[config.mk]
export PLATFORM = sky130hd
export DESIGN_NAME = pc_next_unit
export DESIGN_NICKNAME = d
export VERILOG_FILES = /design/src/rtl/pc_next_unit.sv
export SDC_FILE = /design/constraint.sdc
export NUM_CORES = 1
export LEC_CHECK = 0
export BUFFER_PORTS_ARGS = -buffer_cell sky130_fd_sc_hd__buf_4
export CAP_MARGIN = 40
export CORE_MARGIN = 1
export CORE_UTILIZATION = 36
export CTS_CLUSTER_SIZE = 14
export DETAILED_ROUTE_END_ITERATION = 10
export GPL_TIMING_DRIVEN = 0
export PLACE_DENSITY = 0.82
export SETUP_SLACK_MARGIN = 0.3
export SYNTH_ARGS = -nofsm -noshare
export SYNTH_HDL_FRONTEND = slang
export SYNTH_SLANG_ARGS = --single-unit
[constraint.sdc]
create_clock -name clk -period 1.75 [get_ports clk]
set_input_delay 0.175 -clock clk [delete_from_list [all_inputs] [get_ports clk]]
set_output_delay 0.175 -clock clk [all_outputs]
set_load 0.02 [all_outputs]
[src/rtl/pc_next_unit.sv]
// Next-PC / fetch-control stage feeding the PC register; sequences imem fetches,
// branch redirects, stalls and HALT. Optional fetch counter under PC_FETCH_COUNT_EN.
module pc_next_unit #(
  parameter int          WIDTH    = 16,
  parameter int          INC      = 2,
  parameter logic [3:0]  HALT_OPC = 4'hF
) (
  input  logic             clk,
  input  logic             rst,
  input  logic [WIDTH-1:0] pc_q,
  input  logic             stall,
  input  logic             br_taken,
  input  logic [WIDTH-1:0] br_target,
  input  logic             imem_valid,
  input  logic [WIDTH-1:0] imem_instr,
  output logic             fetch_req,
  output logic [WIDTH-1:0] pc_d,
  output logic             pc_wen,
  output logic             if_valid,
  output logic [WIDTH-1:0] instr_out,
  output logic             halted
`ifdef PC_FETCH_COUNT_EN
  ,
  output logic [15:0]      fetch_count
`endif
);

  typedef enum logic [1:0] {FETCH, DRAIN, HALTED} state_t;

  state_t state, nxt;
  logic   is_halt;

  assign is_halt = (imem_instr[WIDTH-1 -: 4] == HALT_OPC);

  always_ff @(posedge clk or posedge rst) begin
    if (rst) state <= FETCH;
    else     state <= nxt;
  end

  always_comb begin
    nxt       = state;
    fetch_req = 1'b0;
    pc_d      = '0;
    pc_wen    = 1'b0;
    if_valid  = 1'b0;
    halted    = 1'b0;
    if (rst) begin
      nxt = FETCH;
    end else if (br_taken) begin
      // Redirect wins over everything; a fetch in flight must be drained.
      pc_d   = br_target;
      pc_wen = 1'b1;
      halted = (state == HALTED);
      case (state)
        FETCH:   nxt = imem_valid ? FETCH : DRAIN;
        DRAIN:   nxt = DRAIN;
        HALTED:  nxt = FETCH;
        default: nxt = FETCH;
      endcase
    end else begin
      case (state)
        FETCH: begin
          fetch_req = 1'b1;
          if (imem_valid && !stall) begin
            if_valid = 1'b1;
            if (is_halt) begin
              // PC stays on the HALT word so a later redirect is the only way out.
              nxt = HALTED;
            end else begin
              pc_d   = pc_q + WIDTH'(INC);
              pc_wen = 1'b1;
            end
          end
        end
        DRAIN: begin
          if (imem_valid) nxt = FETCH;
        end
        HALTED: begin
          halted = 1'b1;
        end
        default: nxt = FETCH;
      endcase
    end
  end

  assign instr_out = if_valid ? imem_instr : '0;

`ifdef PC_FETCH_COUNT_EN
  always_ff @(posedge clk or posedge rst) begin
    if (rst)                              fetch_count <= '0;
    else if (if_valid && fetch_count != 16'hFFFF) fetch_count <= fetch_count + 16'd1;
  end
`endif

endmodule

Word level (Yosys, flattened, before mapping)
Index checks and enable logic that the tools add are counted.

Add/sub/neg operators: 1. Equal/unequal tests: 7. Multiplexer cells: 29. Reduce and logical (&&, ||, !) cells: 4.

Operators by type and width (count): 16-bit two-way mux (6); 16-bit by 2-bit adder with 16-bit output, second input constant (1); 1-bit two-way mux (16); 4-bit != test, second input constant (3); 2-bit two-way mux (5); 2-bit one-hot mux with 3 select lines (1); 4-bit == test, second input constant (1); 4-bit AND reduction (1); 3-bit != test, second input constant (1); 2-bit by 1-bit == test with 1-bit output, second input constant (1); 2-bit == test, second input constant (1); 2-bit zero test (1); 1-bit one-hot mux with 2 select lines (1); 1-bit logical AND (1); 1-bit zero test (1).

Register bits after elaboration: 2. Output and inout bits: 36. Logic and storage cells: 42.

Logic depth before layout (Yosys ltp)
Gate-level depths: netlist of run 1.

Word-level depth: 7. Depth in mapped cells: 6.

Worst setup path after synthesis of run 1
OpenSTA, ideal clock, no wires.

Kind: register to output. Start point: register state[1]. End point: output pc_d[12]. Data arrival time: 1.621 ns. Data required time: 1.575 ns. Path slack: -0.046 ns. Cell stages (with the launch flop): 7. Cell sequence: dfrtp_1 -> or3b_1 -> buf_6 -> nor2_4 -> buf_6 -> nand4b_1 -> o211ai_1.

Longest elaborated chain between the ends: 4.

RTL lines: start, declared (line 30) `state_t state, nxt;`; start signal, assigned (line 37) `else state <= nxt;`; 2-bit zero test (line 61) `case (state)`; 16-bit two-way mux (line 61); 16-bit two-way mux (line 49) `end else if (br_taken) begin`; 16-bit two-way mux (line 47) `if (rst) begin`; end, declared (line 17) `output logic [WIDTH-1:0] pc_d,`.

No other way between the ends.

Worst setup path after layout of run 1
Start point: register state[1]. End point: output pc_d[9].

The elaborated chain is that of the path after synthesis.

==> results.cfg, run 1 <==
[status]
status = finished, violations left
violations = setup timing

[synth]
yosysWarnings = 0
syn_avg_cell_area_um2 = 6.86
synth_edf_count = 0
async_flop_share = 1.00
yosysSeqAreaShare = 0.0575
yosysMostFrequentCell = and2_1
synth_cell_types = 40
yosys_register_bits = 2
synthTopCellsByArea = and2_1 11%, nor2_1 6.0%, dfrtp_1 5.7%
synth-main-ff-cell = dfrtp_1
yosys.area.top_type = and2_1
syn_inst = 127
ys_top_cells_by_count = 16 x and2_1, 14 x nor2_1, 12 x nand2_1
synth.top_cell.area_share = 0.115
synth.cell_area_um2 = 871
syn_nets = 181

[clock_tree]
cts_buffer_depth = 2
cts_inserted_buffers = 3
cts_sinks = 2
cts_tree = built
clock-root-buffer = clkbuf_4
clk_pin_slew_ns = 0.03
clock_latency_ns = 0.23
htree_levels = 1

[setup_path]
required_ns = 1.57
worstSetupEndpointType = primary output
crit_start = state[1]
start_kind = register
crit_fanout = 6
crit_arrival_ns = 1.80
critPathCapture = pc_d[9]
rr_startpoint = state[0]
r2r_cells = 2
reg2reg_to = state[1]
r2r_slack_ns = 0.67
critical_path_class = reg -> out

[timing]
hold_violations = 0
worst_pin_slew_ns = 0.385
fin_crit_sh = 1.13
fin_ws_ns = -0.229
slew_viol_final = 0
rsz0062_at_grt = true
relSlewSlack = 0.741
fmax_mhz = 505
min_period_ns = 1.98
finClkSkew_ns = 0.00668
finalSetupViolCount = 34
holdWs_ns = 0.252

[pwr]
leakagePower_nw = 0.860
powerDensity_mw_per_mm2 = 277
p_int_w = 0.000317
power_w = 0.000524
power_frac_seq = 0.095
pwr-share-clk = 0.195
peakVddDrop_uv = 224
combPwrFrac = 0.710
p_switching_w = 0.000207
power_switching_share = 0.395

[floorplan]
ioPinCount = 89
die_width_um = 51.2
die_area_mm2 = 0.00262
start_util = 0.386
die_h_um = 51.2
row_count = 17
coreArea_mm2 = 0.00225

[cells_and_area]
area_delta_synth_final_pct = 117
nets = 283
drive_above_1_share = 0.639
n_fill_cell = 132
diodes = 0
largest_register_ffs = 2
final-instance-count-excl-fill = 255
design_area_mm2 = 0.00189
largestRegisters = state x2
top_register = state

[route]
wl_per_cell_um = 14.4
drt_iter0_drc = 25
viasPerCell = 5.50
drc = 0
routed_wl_um = 3670
drtAntennaViolNets = 0
dr.pass1.iters = 4
dr_total_vias = 1403

[placement]
dp_hpwl_um = 2600
gp_congestion = 0.747
dp_cells = 242
place_ws_ns = -0.0685
dpl-instance-area_mm2 = 0.00163
io_buffers = 87

[grt]
antenna_found_initial = 0
track_usage = 0.269
grt_pass1_vias = 1300
grt_pass1_wl_um = 5460
gr-total-overflow = 0
grt_max_degree = 11

[worst_hold_path]
holdPathStages = 4
hp-class = in -> reg

[flow_run]
maxCapViolCount = 0
## critical path, stage by stage (launching register included)
cell and delay [ns]:
dfrtp_1 0.36, or3b_1 0.36, buf_6 0.16, nor4_4 0.36, a22o_1 0.22, buf_6 0.12
## power groups by stage
stage / Clock (W) / Combinational (W) / Sequential [W]
after CTS: 0.000107 / 0.000349 / 0.0000496
after global placement: 0 / 0.000322 / 0.0000499
after detailed placement: 0 / 0.000327 / 0.0000502
after global routing: 0.000111 / 0.000397 / 0.0000499
final: 0.000102 / 0.000372 / 0.0000497
after floorplan: 0 / 0.000158 / 0.0000496
## cells by family after synthesis
kind of cell               Yosys count  share of synthesized area
buffers and inverters               12                     0.0733
AOI/OAI and AO/OA                   21                      0.182
xor gates and xnor gates             7                     0.0704
and+or+nand+nor                     83                      0.591
DFF                                  2                     0.0575
adders and majority gates            2                     0.0259
## timing repair
item                                   CTS  global route
endpoints found under the hold margin    2             0
cloned                                   1             1
hold buffers                             1             0
setup buffers                            4             3
pin swaps                                2             7
setup endpoints to repair               36            35
resized for setup                       14            37
## placed cells by master, fill, tap and decap left out, drive strengths merged, types with 3 or more instances in the layout
cell type,n
a21oi,6
nand2,12
buf,101
inv,4
nand3b,3
a22o,4
o211ai,3
nand3,7
clkbuf,6
nor4,7
nor2,16
nor3,5
nand4,6
xnor2,5
and2,16
## area by class of cell
cell class,instances,area (µm²),share of cell area
Sequential cell,2,50.0,0.0265
Buffer,8,56.3,0.0298
Tap cell,28,35.0,0.0186
Inverter,4,15.0,0.00795
Clock buffer,3,22.5,0.0119
Timing Repair Buffer,97,837,0.443
Multi-Input combinational cell,113,872,0.462
## worst min path at each step
stage | startpoint | end | slack, ns
3_5_place_dp | rst | state[1] | 0.17
4_1_cts | stall | state[1] | 0.24
5_1_grt | rst | state[0] | 0.28
6_report | stall | state[1] | 0.25
2_1_floorplan | rst | state[0] | 0.12
3_3_place_gp | rst | state[1] | 0.17
## metal layers
metal	up-vias	part of all wire	track usage
li1	672	-	-
met1	630	0.35	0.274
met2	93	0.54	0.537
met3	8	0.091	0.0446
met4	0	0.017	0.0926
met5	-	0	0
## through the flow
step | TNS (ns) | utilization
2_1_floorplan | -0.0139 | -
3_3_place_gp | -0.0650 | 0.723
3_5_place_dp | -0.448 | 0.723
4_1_cts | -3.83 | 0.780
5_1_grt | -8.93 | 0.837
6_report | -6.14 | 0.837
No activity file was read; power rests on OpenSTA's default activity.
==> inputs of run 2 (changes only) <==
--- a/config.mk
+++ b/config.mk
@@ -6,7 +6,6 @@
 export NUM_CORES = 1
 export LEC_CHECK = 0
 export BUFFER_PORTS_ARGS = -buffer_cell sky130_fd_sc_hd__buf_4
-export CAP_MARGIN = 40
 export CORE_MARGIN = 1
 export CORE_UTILIZATION = 36
 export CTS_CLUSTER_SIZE = 14
==> constraint.sdc (replaced) <==
create_clock -name clk -period 1.75 [get_ports clk]
set_input_delay 0.35 -clock clk [delete_from_list [all_inputs] [get_ports clk]]
set_output_delay 0.35 -clock clk [all_outputs]
set_load 0.02 [all_outputs]
==> results.cfg, run 2 (synthesis results as in run 1) <==
[floorplan]
die_area_mm2 = 0.00262
coreArea_mm2 = 0.00225
die_width_um = 51.2
row_count = 17
die_h_um = 51.2
ioPinCount = 89
start_util = 0.386

[pwr]
pwr-share-clk = 0.188
power_frac_seq = 0.094
leakagePower_nw = 0.868
power_switching_share = 0.395
powerDensity_mw_per_mm2 = 277
p_int_w = 0.000324
p_switching_w = 0.000211
combPwrFrac = 0.718
peakVddDrop_uv = 252

[timing]
slew_viol_final = 0
min_period_ns = 2.20
holdWs_ns = 0.116
fin_crit_sh = 1.26
relSlewSlack = 0.706
hold_violations = 0
rsz0062_at_grt = true
finClkSkew_ns = 0.00186
fmax_mhz = 455
worst_pin_slew_ns = 0.437
finalSetupViolCount = 34
fin_ws_ns = -0.448
tns_ns = -12.88

[setup_path]
crit_arrival_ns = 1.85
required_ns = 1.40
crit_buf_inv = 4
crit_path_frequent_cell = buf_6
cpPeakStageDelay_ns = 0.38
critical_path_class = reg -> out
reg2reg_to = state[1]
start_kind = register
rr_startpoint = state[0]
crit_fanout = 6
slowest_stage = dfrtp_1
worstSetupEndpointType = primary output
r2r_cells = 2
r2r_slack_ns = 0.73
crit_family = simple AND/OR/NAND/NOR gates
crit_chain = or3b_1 > buf_6 > buf_4 > nor2_4 > buf_6 > and2_4 > buf_6

[placement]
dp_hpwl_um = 2660
dpl-instance-area_mm2 = 0.00163
place_ws_ns = -0.285
io_buffers = 87
gp_congestion = 0.798

[grt]
grt_max_degree = 11
antenna_found_initial = 0
grt_pass1_wl_um = 5250
track_usage = 0.260
gr-total-overflow = 0
grt_pass1_vias = 1257

[route]
viasPerCell = 5.47
drtAntennaViolNets = 0
dr_total_vias = 1395
dr.pass1.iters = 4
wl_per_cell_um = 15.3
routed_wl_um = 3900
drt_iter0_drc = 21
drc = 0

[cells_and_area]
mostFrequentLayoutCell = buf_4
largestRegisters = state x2
design_area_mm2 = 0.00193
regArea_um2 = 51.3
n_fill_cell = 133
multi_input_area_um2 = 895
top_register = state
largest_register_ffs = 2
most-common-layout-cells = 64 x buf_4, 37 x buf_6, 16 x and2_4
area_delta_synth_final_pct = 122
diodes = 0
drive_above_1_share = 0.665
nets = 283

[clock_tree]
cts_sinks = 2
clock-root-buffer = clkbuf_4
htree_levels = 1
ctsHoldBuffers = 0
cts_buffer_depth = 2
clk_pin_slew_ns = 0.03
cts_inserted_buffers = 3
cts_tree = built
clock_latency_ns = 0.22

[worst_hold_path]
hp-class = in -> async

[flow_run]
maxCapViolCount = 0

[status]
status = finished, violations left
violations = setup timing
-- run 2: how the worst max path moves through the flow --
stage          startpoint           end  slack [ns]  cells past startpoint
6_report         state[1]  instr_out[6]       -0.45                      7
5_1_grt          state[1]  instr_out[6]       -0.48                      7
4_1_cts          state[1]      pc_d[13]       -0.38                      7
3_5_place_dp        stall      pc_d[13]       -0.28                      8
3_3_place_gp        stall      pc_d[13]       -0.27                      8
2_1_floorplan    state[1]      pc_d[12]       -0.19                      6
-- run 2: final cells by class --
class | count | area share
plain buffers | 8 | 0.0304
clock buffers | 3 | 0.0117
inverters | 4 | 0.00777
multi-input cells | 113 | 0.463
flip-flops and latches | 2 | 0.0265
well taps | 28 | 0.0181
repair buffers | 97 | 0.443
-- run 2: what timing repair did --
item | in CTS | in global routing
resized for setup | 38 | 27
pin swaps | 2 | 6
buffers inserted | 6 | 2
endpoints found under the setup margin | 36 | 36
cloned | 1 | 1
-- run 2: worst reg2reg max path, stage by stage, from the launching register on --
cell and delay, ns:
dfrtp_2 0.42, or3_4 0.42, nor2_1 0.12
-- run 2: stage by stage --
stage / total power [W] / utilization / cells
2_1_floorplan: 0.000207 / - / 127
3_3_place_gp: 0.000372 / 0.725 / 242
3_5_place_dp: 0.000378 / 0.725 / 242
4_1_cts: 0.000509 / 0.813 / 252
5_1_grt: 0.000563 / 0.857 / 255
6_report: 0.000535 / 0.857 / 255
-- run 2: power by group through the flow --
stage                     Combinational (W)  Sequential (W)  Clock [W]
after floorplan                    0.000158       0.0000498          0
after global placement             0.000322       0.0000503          0
after detailed placement           0.000327       0.0000504          0
after CTS                          0.000357       0.0000498   0.000102
after global routing               0.000406       0.0000506   0.000107
final                              0.000384       0.0000502   0.000101
-- run 2: per-layer routing --
layer,track usage,share of wire,wire length [µm],up-vias
li1,-,-,-,670
met4,0.0787,0.022,85,0
met5,0,0,0,-
met3,0.0565,0.087,339,9
met2,0.539,0.54,2100,79
met1,0.243,0.35,1370,637
